### src/rtl/uart_rx_fifo.sv
// 8N1 UART receiver with a two-flop synchroniser, mid-bit sampling and a
// first-word-fall-through byte FIFO with sticky framing/overrun flags.
module uart_rx_fifo #(
  parameter int DIVW       = 16,
  parameter int DEPTH_LOG2 = 2
) (
  input  logic            clk,
  input  logic            rst_n,
  input  logic [DIVW-1:0] divisor,
  input  logic            rx,
  input  logic            rd,
  input  logic            clr_err,
  output logic [7:0]      rd_data,
  output logic            rx_valid,
  output logic            rx_full,
  output logic            busy,
  output logic            frame_err,
  output logic            overrun,
  output logic [2:0]      dbg_state
);

  localparam int DEPTH = 1 << DEPTH_LOG2;
  localparam int PW    = DEPTH_LOG2 + 1;

  typedef enum logic [2:0] {
    S_IDLE  = 3'd0,
    S_START = 3'd1,
    S_DATA  = 3'd2,
    S_STOP  = 3'd3,
    S_BREAK = 3'd4
  } state_t;

  state_t          state_q, state_d;
  logic            rx_meta_q, rxs_q, rxs_prev_q;
  logic [DIVW-1:0] cnt_q, cnt_d;
  logic [7:0]      sh_q, sh_d;
  logic [2:0]      bit_idx_q, bit_idx_d;
  logic [PW-1:0]   wr_ptr_q, wr_ptr_d, rd_ptr_q, rd_ptr_d;
  logic [7:0]      mem_q [DEPTH];
  logic [7:0]      mem_d [DEPTH];
  logic            frame_err_q, frame_err_d, overrun_q, overrun_d;

  logic            fall, cnt_zero, push, ferr_set;
  logic            empty, full, pop, push_ok;
  logic [DIVW-1:0] full_bit, half_bit;

  // Receiver FSM; all mid-bit sampling is timed off the synchronised edge.
  always_comb begin
    fall      = rxs_prev_q & ~rxs_q;
    cnt_zero  = (cnt_q == '0);
    full_bit  = divisor - DIVW'(1);
    half_bit  = (divisor >> 1) - DIVW'(1);
    state_d   = state_q;
    cnt_d     = cnt_zero ? cnt_q : cnt_q - DIVW'(1);
    sh_d      = sh_q;
    bit_idx_d = bit_idx_q;
    push      = 1'b0;
    ferr_set  = 1'b0;
    case (state_q)
      S_IDLE: begin
        if (fall) begin
          cnt_d   = half_bit;
          state_d = S_START;
        end
      end
      S_START: begin
        if (cnt_zero) begin
          if (!rxs_q) begin
            cnt_d     = full_bit;
            bit_idx_d = 3'd0;
            state_d   = S_DATA;
          end else begin
            state_d = S_IDLE;
          end
        end
      end
      S_DATA: begin
        if (cnt_zero) begin
          sh_d      = {rxs_q, sh_q[7:1]};
          cnt_d     = full_bit;
          bit_idx_d = bit_idx_q + 3'd1;
          if (bit_idx_q == 3'd7) state_d = S_STOP;
        end
      end
      S_STOP: begin
        if (cnt_zero) begin
          if (rxs_q) begin
            push    = 1'b1;
            state_d = S_IDLE;
          end else begin
            ferr_set = 1'b1;
            state_d  = S_BREAK;
          end
        end
      end
      S_BREAK: begin
        if (rxs_q) state_d = S_IDLE;
      end
      default: state_d = S_IDLE;
    endcase
  end

  // FIFO: a full FIFO still accepts a push when the head is popped alongside.
  always_comb begin
    empty    = (wr_ptr_q == rd_ptr_q);
    full     = (wr_ptr_q[PW-1] != rd_ptr_q[PW-1]) &&
               (wr_ptr_q[PW-2:0] == rd_ptr_q[PW-2:0]);
    pop      = rd && !empty;
    push_ok  = push && (!full || rd);
    mem_d    = mem_q;
    if (push_ok) mem_d[wr_ptr_q[PW-2:0]] = sh_q;
    wr_ptr_d = wr_ptr_q + {{(PW-1){1'b0}}, push_ok};
    rd_ptr_d = rd_ptr_q + {{(PW-1){1'b0}}, pop};
    frame_err_d = ferr_set | (frame_err_q & ~clr_err);
    overrun_d   = (push & ~push_ok) | (overrun_q & ~clr_err);
  end

  always_ff @(posedge clk or negedge rst_n) begin
    if (!rst_n) begin
      rx_meta_q   <= 1'b1;
      rxs_q       <= 1'b1;
      rxs_prev_q  <= 1'b1;
      state_q     <= S_IDLE;
      cnt_q       <= '0;
      sh_q        <= '0;
      bit_idx_q   <= '0;
      wr_ptr_q    <= '0;
      rd_ptr_q    <= '0;
      frame_err_q <= 1'b0;
      overrun_q   <= 1'b0;
      for (int i = 0; i < DEPTH; i++) mem_q[i] <= '0;
    end else begin
      rx_meta_q   <= rx;
      rxs_q       <= rx_meta_q;
      rxs_prev_q  <= rxs_q;
      state_q     <= state_d;
      cnt_q       <= cnt_d;
      sh_q        <= sh_d;
      bit_idx_q   <= bit_idx_d;
      wr_ptr_q    <= wr_ptr_d;
      rd_ptr_q    <= rd_ptr_d;
      frame_err_q <= frame_err_d;
      overrun_q   <= overrun_d;
      for (int i = 0; i < DEPTH; i++) mem_q[i] <= mem_d[i];
    end
  end

  assign rd_data   = mem_q[rd_ptr_q[PW-2:0]];
  assign rx_valid  = !empty;
  assign rx_full   = full;
  assign busy      = (state_q != S_IDLE);
  assign frame_err = frame_err_q;
  assign overrun   = overrun_q;
  assign dbg_state = state_q;

endmodule

### config.mk
export PLATFORM = sky130hd
export DESIGN_NAME = uart_rx_fifo
export DESIGN_NICKNAME = d
export VERILOG_FILES = /design/src/rtl/uart_rx_fifo.sv
export SDC_FILE = /design/constraint.sdc
export NUM_CORES = 1
export LEC_CHECK = 0
export CORE_MARGIN = 3
export CORE_UTILIZATION = 25
export DETAILED_ROUTE_END_ITERATION = 6
export PLACE_DENSITY = 0.37
export SYNTH_ARGS = -nofsm -noshare
export SYNTH_HDL_FRONTEND = slang
export SYNTH_SLANG_ARGS = --single-unit
### constraint.sdc
create_clock -name clk -period 7.5 [get_ports clk]
set_input_delay 1.875 -clock clk [delete_from_list [all_inputs] [get_ports clk]]
set_output_delay 1.875 -clock clk [all_outputs]
set_load 0.02 [all_outputs]
# Yosys cells after proc, flatten, opt, wreduce, memory -nomap -nowiden
# Cells that the tools add are included.
# word_totals
output_inout_bits,16
word_cells,95
register_bits,73
# op_classes
n_lt_le_gt_ge,3
addsub,6
eq_ne,15
n_reduce_logical,14
bitwise_logic,11
mux,31
# op_table
op,n
16-bit 2-to-1 mux,5
16-bit case mux with 3 select lines,1
32-bit bitwise mux,1
"16-bit by 1-bit subtractor with 16-bit output, second input constant",2
3-bit 2-to-1 mux,10
8-bit 2-to-1 mux,3
8-bit binary-select mux with 2-bit select,1
8-bit demux with 2-bit select,1
16-bit zero test,1
"15-bit by 1-bit subtractor with 16-bit output, second input constant",1
3-bit case mux with 5 select lines,1
"2-bit != test, second input constant",7
3-bit by 1-bit adder with 3-bit output,2
"3-bit by 2-bit equality test with 1-bit output, second input constant",2
"3-bit equality test, second input constant",2
"3-bit greater-or-equal comparator, second input constant",2
1-bit 2-to-1 mux,6
2-bit NOT with 3-bit output,2
3-bit case mux with 2 select lines,1
6-bit AND reduction,1
1-bit bitwise AND,4
1-bit logical AND,4
4-bit AND reduction,1
"3-bit by 1-bit adder with 3-bit output, second input constant",1
14 further kinds,18

# Logic depth before layout (Yosys ltp)
# Gate-level depths: netlist of the first run.
# depth
ltp_word,8
ltp_mapped,9
ltp_nobuf,9

# Worst setup path after synthesis of the first run
# Ideal clock, no wire load.
# synth_path
path_type,input port to flip-flop
startpoint,in divisor[7]
endpoint,reg cnt_q[14]
arrival_ns,3.227
path_buffers,1
stages,7
path_slack_ns,4.131
required_ns,7.358
path_cell_list,clkbuf_1 nor4_1 nand3_1 nor3_1 xor2_1 nand2_1 o221ai_1
# synth_via
elab_chain_cells,4
elab_cells_between_ends,7
cone_classes,add/sub (2); mux (5)
# synth_lines
element,line_no,text
"start, declared",9,"input logic [DIVW-1:0] divisor,"
16-bit by 1-bit subtractor with 16-bit output,51,full_bit = divisor - DIVW'(1);
16-bit 2-to-1 mux,68,if (!rxs_q) begin
16-bit 2-to-1 mux,67,if (cnt_zero) begin
16-bit case mux with 3 select lines (*),59,case (state_q)
named net cnt_d[14],35,"logic [DIVW-1:0] cnt_q, cnt_d;"
"end signal, assigned",137,cnt_q <= cnt_d;
"end, declared",35,
# Mark *: on every way through the listed nets, which the timed path passes. The rest lies on a longest branch.
# A chain may end at the register's enable or synchronous reset.

# Final worst setup path of the first run
# layout_path
startpoint,reg rd_ptr_q[0]
endpoint,out rd_data[7]
# layout_via
elab_chain_cells,4
# layout_lines
element,line_no,text
"start, declared",38,"logic [PW-1:0] wr_ptr_q, wr_ptr_d, rd_ptr_q, rd_ptr_d;"
"start signal, assigned",141,rd_ptr_q <= rd_ptr_d;
2-bit NOT with 3-bit output (not written as such),148,assign rd_data = mem_q[rd_ptr_q[PW-2:0]];
8-bit binary-select mux with 2-bit select,148,
8-bit 2-to-1 mux (not written as such) (2 in a row),148,
"end, declared",13,"output logic [7:0] rd_data,"
# Every way passes these cells. The select of a mux whose other input is x is not followed.

==> run summary, run 1 <==
* complete, no violations — run status
* 448 — nets@finish
* yes — clock tree from TritonCTS
* 0 — antenna fix cells
* 17.3% — fraction of layout instances using a drive strength above 1
* 14.5 um — average wire per standard cell
* 0.0871 mV — worst voltage drop across the vdd grid
* 10 — highest fanout seen on the critical path
* 0 — antenna violation net count after detailed routing
* 0 — Post-synth EDFFs
* flop to flop — worst hold path type
* 74 — largest net degree at the start of global routing
* no — RSZ-0062 raised after global routing
* 2.74% — share of synthesized cell area in full adder, half adder and majority cells
* 19.4% — post-synthesis share of cell area spent on and, or, nand and nor gates
* 0 — post-cts resize count
* 15900 um — global-route wire length before repair
* 2832 — count of vias placed by the detailed router
* flop — nature of the critical path startpoint
* 0.00411 sq mm — post-synthesis cell area
* 134 um — width of the die
* 386 — Mapped Cells
* 1.01 ns — transition time of the tightest slew-check pin
* 0 — count of final setup violators
* 0.00209 uW — Leakage
* 0.33 ns — clock latency on the worst-skew pair
* 55.2% — final worst path period share
* 5.62 ns — Crit path required time
* mux4_2, clkdlybuf4s50_1 — cells along the critical path
* 0 — post-CTS repair timing setup buffer count
* 242 MHz — Max Clock Freq
* 0.05 ns — clock-pin slew on the worst setup and hold paths
* sky130_fd_sc_hd__dfrtp_1 — master of the slowest instance on the critical path
* 3 — number of H-tree branching levels
* 118 — starting DRC count in detailed routing
* 25.7% — effective utilization at floorplan
* 0 — Synth warnings
* 416 — number of nets in the synthesized netlist
* output pin — type of element capturing the critical path
* 70 x sky130_fd_sc_hd__dfrtp_1, 64 x sky130_fd_sc_hd__nand2_1, 35 x sky130_fd_sc_hd__clkdlybuf4s50_1 — most frequent cells in the layout
* 45 — Distinct cells, synth
* sky130_fd_sc_hd__clkbuf_16 — Root Driver
* 36 — number of input and output port buffers inserted
* 9 — number of buffers added by the clock tree synthesis step
* 10.7 sq um — post-synthesis average cell area
* 9290 um — Final Routed Wirelength
* 0.0160 sq mm — Core Footprint
* 4.43 — mean number of vias per cell
* 0 — Remaining Overflow, GRT
* 7.36% — Synth Area in Compound Gates
* sky130_fd_sc_hd__dfrtp_1 — cell accounting for the most synthesized area
* 0 — final slew viol count
* simple AND/OR/NAND/NOR gates — largest family of logic cells by synthesized area
* 0 ns — TNS Setup
* 21.1% — area growth from synthesis to final layout
* sky130_fd_sc_hd__dfrtp_1 — leading register cell type out of synthesis
* 46 — floorplan row count
* 0 — number of design rule violations left after detail routing
* 0.0180 sq mm — Die Outline Area
* 134 um — chip height
* 0 — initial antenna violation count
* 73 — flops & latches, synth
* 11.0% — global-route usage over all layers
* 8.52% — XOR/XNOR Fraction of Synth Area
* 14.6% — multiplexer share of the synthesized area
* 0.00588 ns — skew final
* 0 — Max-Cap Viols
* 0 — Hold-fix buffers, CTS
* 3013 — number of global-route vias before repair
* 0.77 ns — delay of the slowest critical-path stage
* 31.1% — final cell utilization of the core
* flop to output pin — kind of critical path
* 1 — count of buffer and inverter cells on the critical path
* 6550 um — detailed placement HPWL
* 73 — Sink Count
* sky130_fd_sc_hd__dfrtp_1 — most common cell after layout, fill and taps aside
* 204 mW/mm^2 — PD cells
* 4 — length of the first detailed-routing pass in iterations
* 32.4% — Relative slew margins
* 42.6% — proportion of netlist area held by the largest area contributor
* 4.14 ns — Tmin final
* 2 — number of buffers on the longest clock path
* 100% — proportion of synthesized flip-flops having asynchronous set or reset
* flip-flops — crit-path leading delay family
* 2.27 ns — data arrival time of the critical path
* 37 — number of I/O pins
* 0 — final count of hold timing violations
* 44.5% — sequential-to-total area share from yosys stat
* sky130_fd_sc_hd__dfrtp_1 43%, sky130_fd_sc_hd__mux2_2 6.8%, sky130_fd_sc_hd__nand2_1 5.8% — largest cells by area after synthesis
* 0.751 — GPL Wtd Cong
==> flip-flops by register name, summed over array words and instances, names as in the netlist <==
signal and count:
mem_q 32, cnt_q 16, sh_q 8, bit_idx_q 3, dbg_state 3, rd_ptr_q 3, wr_ptr_q 3, frame_err 1
overrun 1, rx_meta_q 1, rxs_prev_q 1, rxs_q 1
==> final timing paths <==
path,start,end,slack [ns],cells after the start
worst min register to register,rx_meta_q,rxs_q,0.36,0
max in group asynchronous,rst_n,mem_q[22],5.22,1
min in group asynchronous,rst_n,mem_q[18],1.69,1
worst max register to register,cnt_q[0],cnt_q[15],4.41,8
worst max-delay path,rd_ptr_q[0],rd_data[7],3.36,2
worst min-delay path,rx_meta_q,rxs_q,0.36,0
==> worst register-to-register path: cells and delay by family (launching register included) <==
family	cells	cell delay [ns]
AO/OA/AOI/OAI	2	0.88
adder cells (fa/ha/maj)	1	0.17
buffers and inverters	1	0.10
flip-flops	1	0.40
multiplexers	1	0.15
AND/OR/NAND/NOR	3	1.24
==> Yosys cell counts, types with 7 or more instances <==
cell and count:
sky130_fd_sc_hd__clkbuf_1 12, sky130_fd_sc_hd__mux4_2 8, sky130_fd_sc_hd__dfrtp_1 70, sky130_fd_sc_hd__ha_1 9, sky130_fd_sc_hd__xor2_1 20, sky130_fd_sc_hd__mux2_2 25, sky130_fd_sc_hd__nand3_1 7, sky130_fd_sc_hd__nor2_1 25
sky130_fd_sc_hd__nor3_1 16, sky130_fd_sc_hd__nand2_1 64, sky130_fd_sc_hd__o221ai_1 12, sky130_fd_sc_hd__a21oi_1 12, sky130_fd_sc_hd__mux2_4 8, sky130_fd_sc_hd__inv_1 12, sky130_fd_sc_hd__xnor2_1 20
==> kinds of logic (layout without fill, tap and decap cells) <==
group | count (synthesis) | in the layout
and+or+nand+nor | 147 | 147
DFF | 73 | 73
AOI/OAI and AO/OA | 45 | 45
muxes | 43 | 43
xor gates and xnor gates | 40 | 40
buffers and inverters | 29 | 66
adders and majority gates | 9 | 9
==> layer usage <==
layer / global-route usage (%) / vias to the layer above / wire, um
met1: 14.8 / 1347 / 4520
li1: - / 1422 / -
met4: 4.52 / 0 / 188
met5: 0 / - / 0
met3: 1.80 / 14 / 265
met2: 17.6 / 49 / 4320
==> cell type report <==
class,instances,area [sq um]
clock inverters,2,10.0
well taps,216,270
inverters,12,45.0
clock buffers,14,284
fillers,1681,11000
flip-flops and latches,73,1830
multi-input cells,284,2170
repair buffers,38,373
==> power breakdown <==
part | leakage (uW) | total, uW | switching [uW] | internal [uW]
clock | 0.000149 | 417 | 158 | 259
combinational | 0.000983 | 123 | 58.7 | 64.6
sequential | 0.000963 | 475 | 48.0 | 427
==> metrics by stage <==
stage | instance area (sq um) | total power, uW | setup WS [ns] | hold WS [ns] | std cells
after floorplan | 4110 | 560 | 4.13 | 0.345 | 386
after global placement | 4690 | 609 | 3.43 | 0.347 | 623
after detailed placement | 4690 | 606 | 3.44 | 0.351 | 623
after CTS | 4980 | 1030 | 3.28 | 0.359 | 639
after global routing | 4980 | 1070 | 3.19 | 0.362 | 639
final | 4980 | 1020 | 3.36 | 0.357 | 639
No activity file was read; power rests on OpenSTA's default activity.
==> inputs of run 2 (changes only) <==
Clock period 7.5 ns to 3.9 ns, I/O delays scaled along.
==> run 2 against run 1 <==
Net effect:
- critical path depth did not move
- combinational power rose by 93%
- via count rose by 2.4%
- global-route usage barely moved
- sequential share of layout area fell by 0.11 points
- final cell count rose by 0.31%
- final area rose by 0.30%
- total power rose by 93%
- critical endpoint unchanged
- largest power group unchanged
==> run summary, run 2 (synthesized netlist as in run 1, its figures left out) <==
* yes — clock tree from TritonCTS
* 83.3% — final worst path period share
* 3.25 ns — Tmin final
* 0 — antenna violation net count after detailed routing
* 0.0160 sq mm — Core Footprint
* 0.0180 sq mm — Die Outline Area
* 0.148 mV — worst voltage drop across the vdd grid
* 0.00211 uW — Leakage
* sky130_fd_sc_hd__clkbuf_16 — Root Driver
* sky130_fd_sc_hd__dfrtp_1 — most common cell after layout, fill and taps aside
* 17.6% — fraction of layout instances using a drive strength above 1
* 9 — number of buffers added by the clock tree synthesis step
* 0 — Hold-fix buffers, CTS
* 0 — initial antenna violation count
* 155 — starting DRC count in detailed routing
* 3 — number of H-tree branching levels
* 31.2% — final cell utilization of the core
* 0.944 ns — transition time of the tightest slew-check pin
* flop — nature of the critical path startpoint
* 9280 um — Final Routed Wirelength
* 0 — post-CTS repair timing setup buffer count
* 14.5 um — average wire per standard cell
* no — RSZ-0062 raised after global routing
* 21.4% — area growth from synthesis to final layout
* 2 — number of buffers on the longest clock path
* flip-flops — crit-path leading delay family
* mem_q — most flop-heavy register
* 0.06 ns — clock-pin slew on the worst setup and hold paths
* 1704 — count of filler cells inserted in the layout
* 0 — count of final setup violators
* 1 — count of buffer and inverter cells on the critical path
* 0.771 — GPL Wtd Cong
* flop to flop — worst hold path type
* 134 um — chip height
* 2901 — count of vias placed by the detailed router
* 2.92 ns — Crit path required time
* 0.77 ns — delay of the slowest critical-path stage
* 134 um — width of the die
* 0 — antenna fix cells
* 37.0% — Relative slew margins
* 32 — number of flip-flops in the largest register
* flop to output pin — kind of critical path
* 37 — number of I/O pins
* 6520 um — detailed placement HPWL
* 0.33 ns — clock latency on the worst-skew pair
* 2981 — number of global-route vias before repair
* mux4_2, clkdlybuf4s50_1 — cells along the critical path
* 0.00459 ns — skew final
* 10 — highest fanout seen on the critical path
* sky130_fd_sc_hd__dfrtp_1 — master of the slowest instance on the critical path
* 0 — final slew viol count
* 36 — number of input and output port buffers inserted
* 4 — length of the first detailed-routing pass in iterations
* 74 — largest net degree at the start of global routing
* 0 — number of design rule violations left after detail routing
* 0 — post-cts resize count
* 46 — floorplan row count
* 11.0% — global-route usage over all layers
* 15700 um — global-route wire length before repair
* 0 — final count of hold timing violations
* 0.00499 sq mm — final instance area
* mem_q x32, cnt_q x16, sh_q x8 — registers with the most flip-flops
* 0 — Remaining Overflow, GRT
* 0.00470 sq mm — placed cell area
* 25.7% — effective utilization at floorplan
* complete, no violations — run status
* 0 — Max-Cap Viols
* 73 — Sink Count
* output pin — type of element capturing the critical path
* 450 — nets@finish
* 392 mW/mm^2 — PD cells
* 308 MHz — Max Clock Freq
* 2.27 ns — data arrival time of the critical path
* 0 ns — TNS Setup
* 70 x sky130_fd_sc_hd__dfrtp_1, 64 x sky130_fd_sc_hd__nand2_1, 35 x sky130_fd_sc_hd__clkdlybuf4s50_1 — most frequent cells in the layout
* 4.53 — mean number of vias per cell
[run 2: cell count changes in the layout (fill, tap and decap cells not counted), sizes merged]
cell	before	now
buf	3	5
[run 2: stage by stage]
stage	power (uW)	setup WS [ns]	hold slack, ns	std cells
2_1_floorplan	1080	1.43	0.345	386
3_3_place_gp	1170	0.878	0.347	625
3_5_place_dp	1170	0.847	0.352	625
4_1_cts	1990	0.590	0.360	641
5_1_grt	2060	0.514	0.361	641
6_report	1960	0.650	0.358	641
[run 2: final timing paths]
| kind | startpoint | depth (start not counted) | to | slack (ns) |
|---|---|---|---|---|
| worst max-delay path | rd_ptr_q[0] | 2 | rd_data[7] | 0.65 |
| worst min register to register | rx_meta_q | 0 | rxs_q | 0.36 |
| max in group asynchronous | rst_n | 1 | dbg_state[0] | 2.50 |
| worst min-delay path | rx_meta_q | 0 | rxs_q | 0.36 |
| min in group asynchronous | rst_n | 1 | rd_ptr_q[2] | 0.78 |
| worst max register to register | cnt_q[0] | 8 | mem_q[30] | 0.96 |
[run 2: area by class of cell]
type / instances / area (sq um) / area share, %
Multi-Input combinational cell: 284 / 2170 / 43.4
Sequential cell: 73 / 1830 / 36.6
Timing Repair Buffer: 40 / 388 / 7.77
Clock buffer: 14 / 284 / 5.69
Tap cell: 216 / 270 / 5.41
Inverter: 12 / 45.0 / 0.902
Clock inverter: 2 / 10.0 / 0.200
[run 2: power by group]
group / internal [uW] / switching [uW] / total [uW] / leakage [uW]
Sequential: 821 / 92.2 / 913 / 0.000963
Combinational: 124 / 113 / 237 / 0.000994
Clock: 498 / 311 / 810 / 0.000149
[run 2: metal layers]
metal  track usage [%]  vias to the layer above  wire (um)
met5                 0                        -          0
met1              14.7                     1410       4470
met2              17.5                       47       4370
met4              4.81                        0        159
met3              2.03                       10        274
li1                  -                     1434          -
==> edit, RTL diff (settings of run 1) <==
`DIVW`: 16 -> 15.
--- a/src/rtl/uart_rx_fifo.sv
+++ b/src/rtl/uart_rx_fifo.sv
@@ -1,7 +1,7 @@
 // 8N1 UART receiver with a two-flop synchroniser, mid-bit sampling and a
 // first-word-fall-through byte FIFO with sticky framing/overrun flags.
 module uart_rx_fifo #(
-  parameter int DIVW       = 16,
+  parameter int DIVW       = 15,
   parameter int DEPTH_LOG2 = 2
 ) (
   input  logic            clk,
Ports: changed (resized divisor); port bits go from 37 to 36. No check against the original RTL was run, so the function may have changed too.
==> edit against run 1 <==
- cell count is 3.1% lower
- design area is 2.4% lower
- fmax is 0.27% lower
- critical path depth stayed put
- hold slack hardly changed
- first-iteration DRC count is 51% higher
- area after synthesis is 1.9% lower
- non-clock buffer count is 2 lower
- total power is 7.0% higher
- wire length is 6.6% higher
- worst setup slack worse by 0.011 ns
- sequential cell count is 1 lower
- via count is 3.3% higher
- largest cell class unchanged
- largest power group unchanged
==> edit: results (changes against run 1) <==
Syn avg cell area: 10.7 um2 (about the same)
# port buffers: 35 (was 36)
Placed cells: 603 (was 623)
Area of placed instances: 4570 um2 (was 4690 um2)
Global-route wire length before repair: 16300 um (was 15900 um)
Vias in the first global route: 2979 (was 3013)
Post-Syn Nets: 408 (was 416)
Pleak: 0.00204 uW (was 0.00209 uW)
WL final: 9900 um (was 9290 um)
Layout cells sized above 1: 15.9% (was 17.3%)
Drt initial violations: 178 (was 118)
Largest cells by area after synthesis: dfrtp_1 (43%), mux2_2 (9.2%), xnor2_1 (5.4%) (was dfrtp_1 (43%), mux2_2 (6.8%), nand2_1 (5.8%))
Synth cell count leaders: dfrtp_1 (69), nand2_1 (46), mux2_2 (33) (was dfrtp_1 (70), nand2_1 (64), mux2_2 (25), nor2_1 (25))
Vias after detailed routing: 2926 (was 2832)
Final Skew: 0.00901 ns (was 0.00588 ns)
Vias per inst: 4.73 (was 4.43)
Reg power frac: 44.7% (was 46.8%)
Register area share after synthesis: 44.7% (was 44.5%)
Routability cong.: 0.780 (was 0.751)
Unique masters post-synth: 50 (was 45)
Dpl ws: 3.10 ns (was 3.44 ns)
Largest regs: mem_q (32), cnt_q (15), sh_q (8) (was mem_q (32), cnt_q (16), sh_q (8))
Status: completed (unchanged)
Gr usage total: 11.7% (was 11.0%)
Least-Margin Pin Slew: 1.05 ns (was 1.01 ns)
Final nets: 434 (was 448)
Worst vdd ir: 0.0000886 V (was 0.0000871 V)
==> edit: worst reg2reg max path: stages, from the launching register on <==
cell and delay (ns):
dfrtp_1 0.43, nor4_2 0.50, and4b_1 0.25, buf_4 0.20, nand3_1 0.41, o211ai_1 0.63
o221ai_1 0.25
==> edit: path summary, 6_finish.rpt <==
kind | from | to | slack, ns | cells past startpoint
worst max-delay path | rd_ptr_q[0] | rd_data[6] | 3.35 | 2
worst min-delay path | rx_meta_q | rxs_q | 0.36 | 0
worst max register to register | cnt_q[10] | cnt_q[6] | 4.67 | 6
worst min register to register | rx_meta_q | rxs_q | 0.36 | 0
max in group asynchronous | rst_n | cnt_q[7] | 5.20 | 1
min in group asynchronous | rst_n | mem_q[24] | 1.67 | 1
==> edit: final cells by class <==
type                       instances  area, um2
fill                            1601      10600
tap                              211        264
sequential                        72       1810
inverter                          10       37.5
timing repair buffer              36        355
clock buffer                      12        246
multi-input combinational        274       2110
clock inverter                     4       45.0
==> edit: power groups by stage <==
| stage | sequential, uW | combinational [uW] | clock [uW] |
|---|---|---|---|
| 2_1_floorplan | 476 | 124 | 0 |
| 3_3_place_gp | 494 | 177 | 0 |
| 3_5_place_dp | 493 | 174 | 0 |
| 4_1_cts | 486 | 175 | 438 |
| 5_1_grt | 493 | 196 | 454 |
| 6_report | 486 | 175 | 426 |
==> edit: cell families after synthesis <==
logic type	count (synthesis)	synth area share [%]
buf+inv	31	3.04
mux	41	13.7
xor+xnor	38	8.25
simple gates	138	18.4
compound gates	46	8.47
flops	72	44.7
fa+ha+maj	11	3.41
==> edit: stage by stage <==
step | utilization (%) | hold WS, ns | total power, uW
finish | 31.4 | 0.357 | 1090
global route | 31.4 | 0.362 | 1140
CTS | 31.4 | 0.359 | 1100
detailed placement | 29.5 | 0.350 | 666
global placement | 29.5 | 0.346 | 670
floorplan | - | 0.345 | 600
==> edit: routing by layer <==
metal / vias to the layer above / part of all wire, % / track usage, % / wire length, um
met5: - / 0 / 0 / 0
met4: 0 / 0.80 / 4.04 / 79
met3: 4 / 3.1 / 2.24 / 305
li1: 1429 / - / - / -
met2: 60 / 49 / 19.4 / 4890
met1: 1433 / 47 / 15.3 / 4630
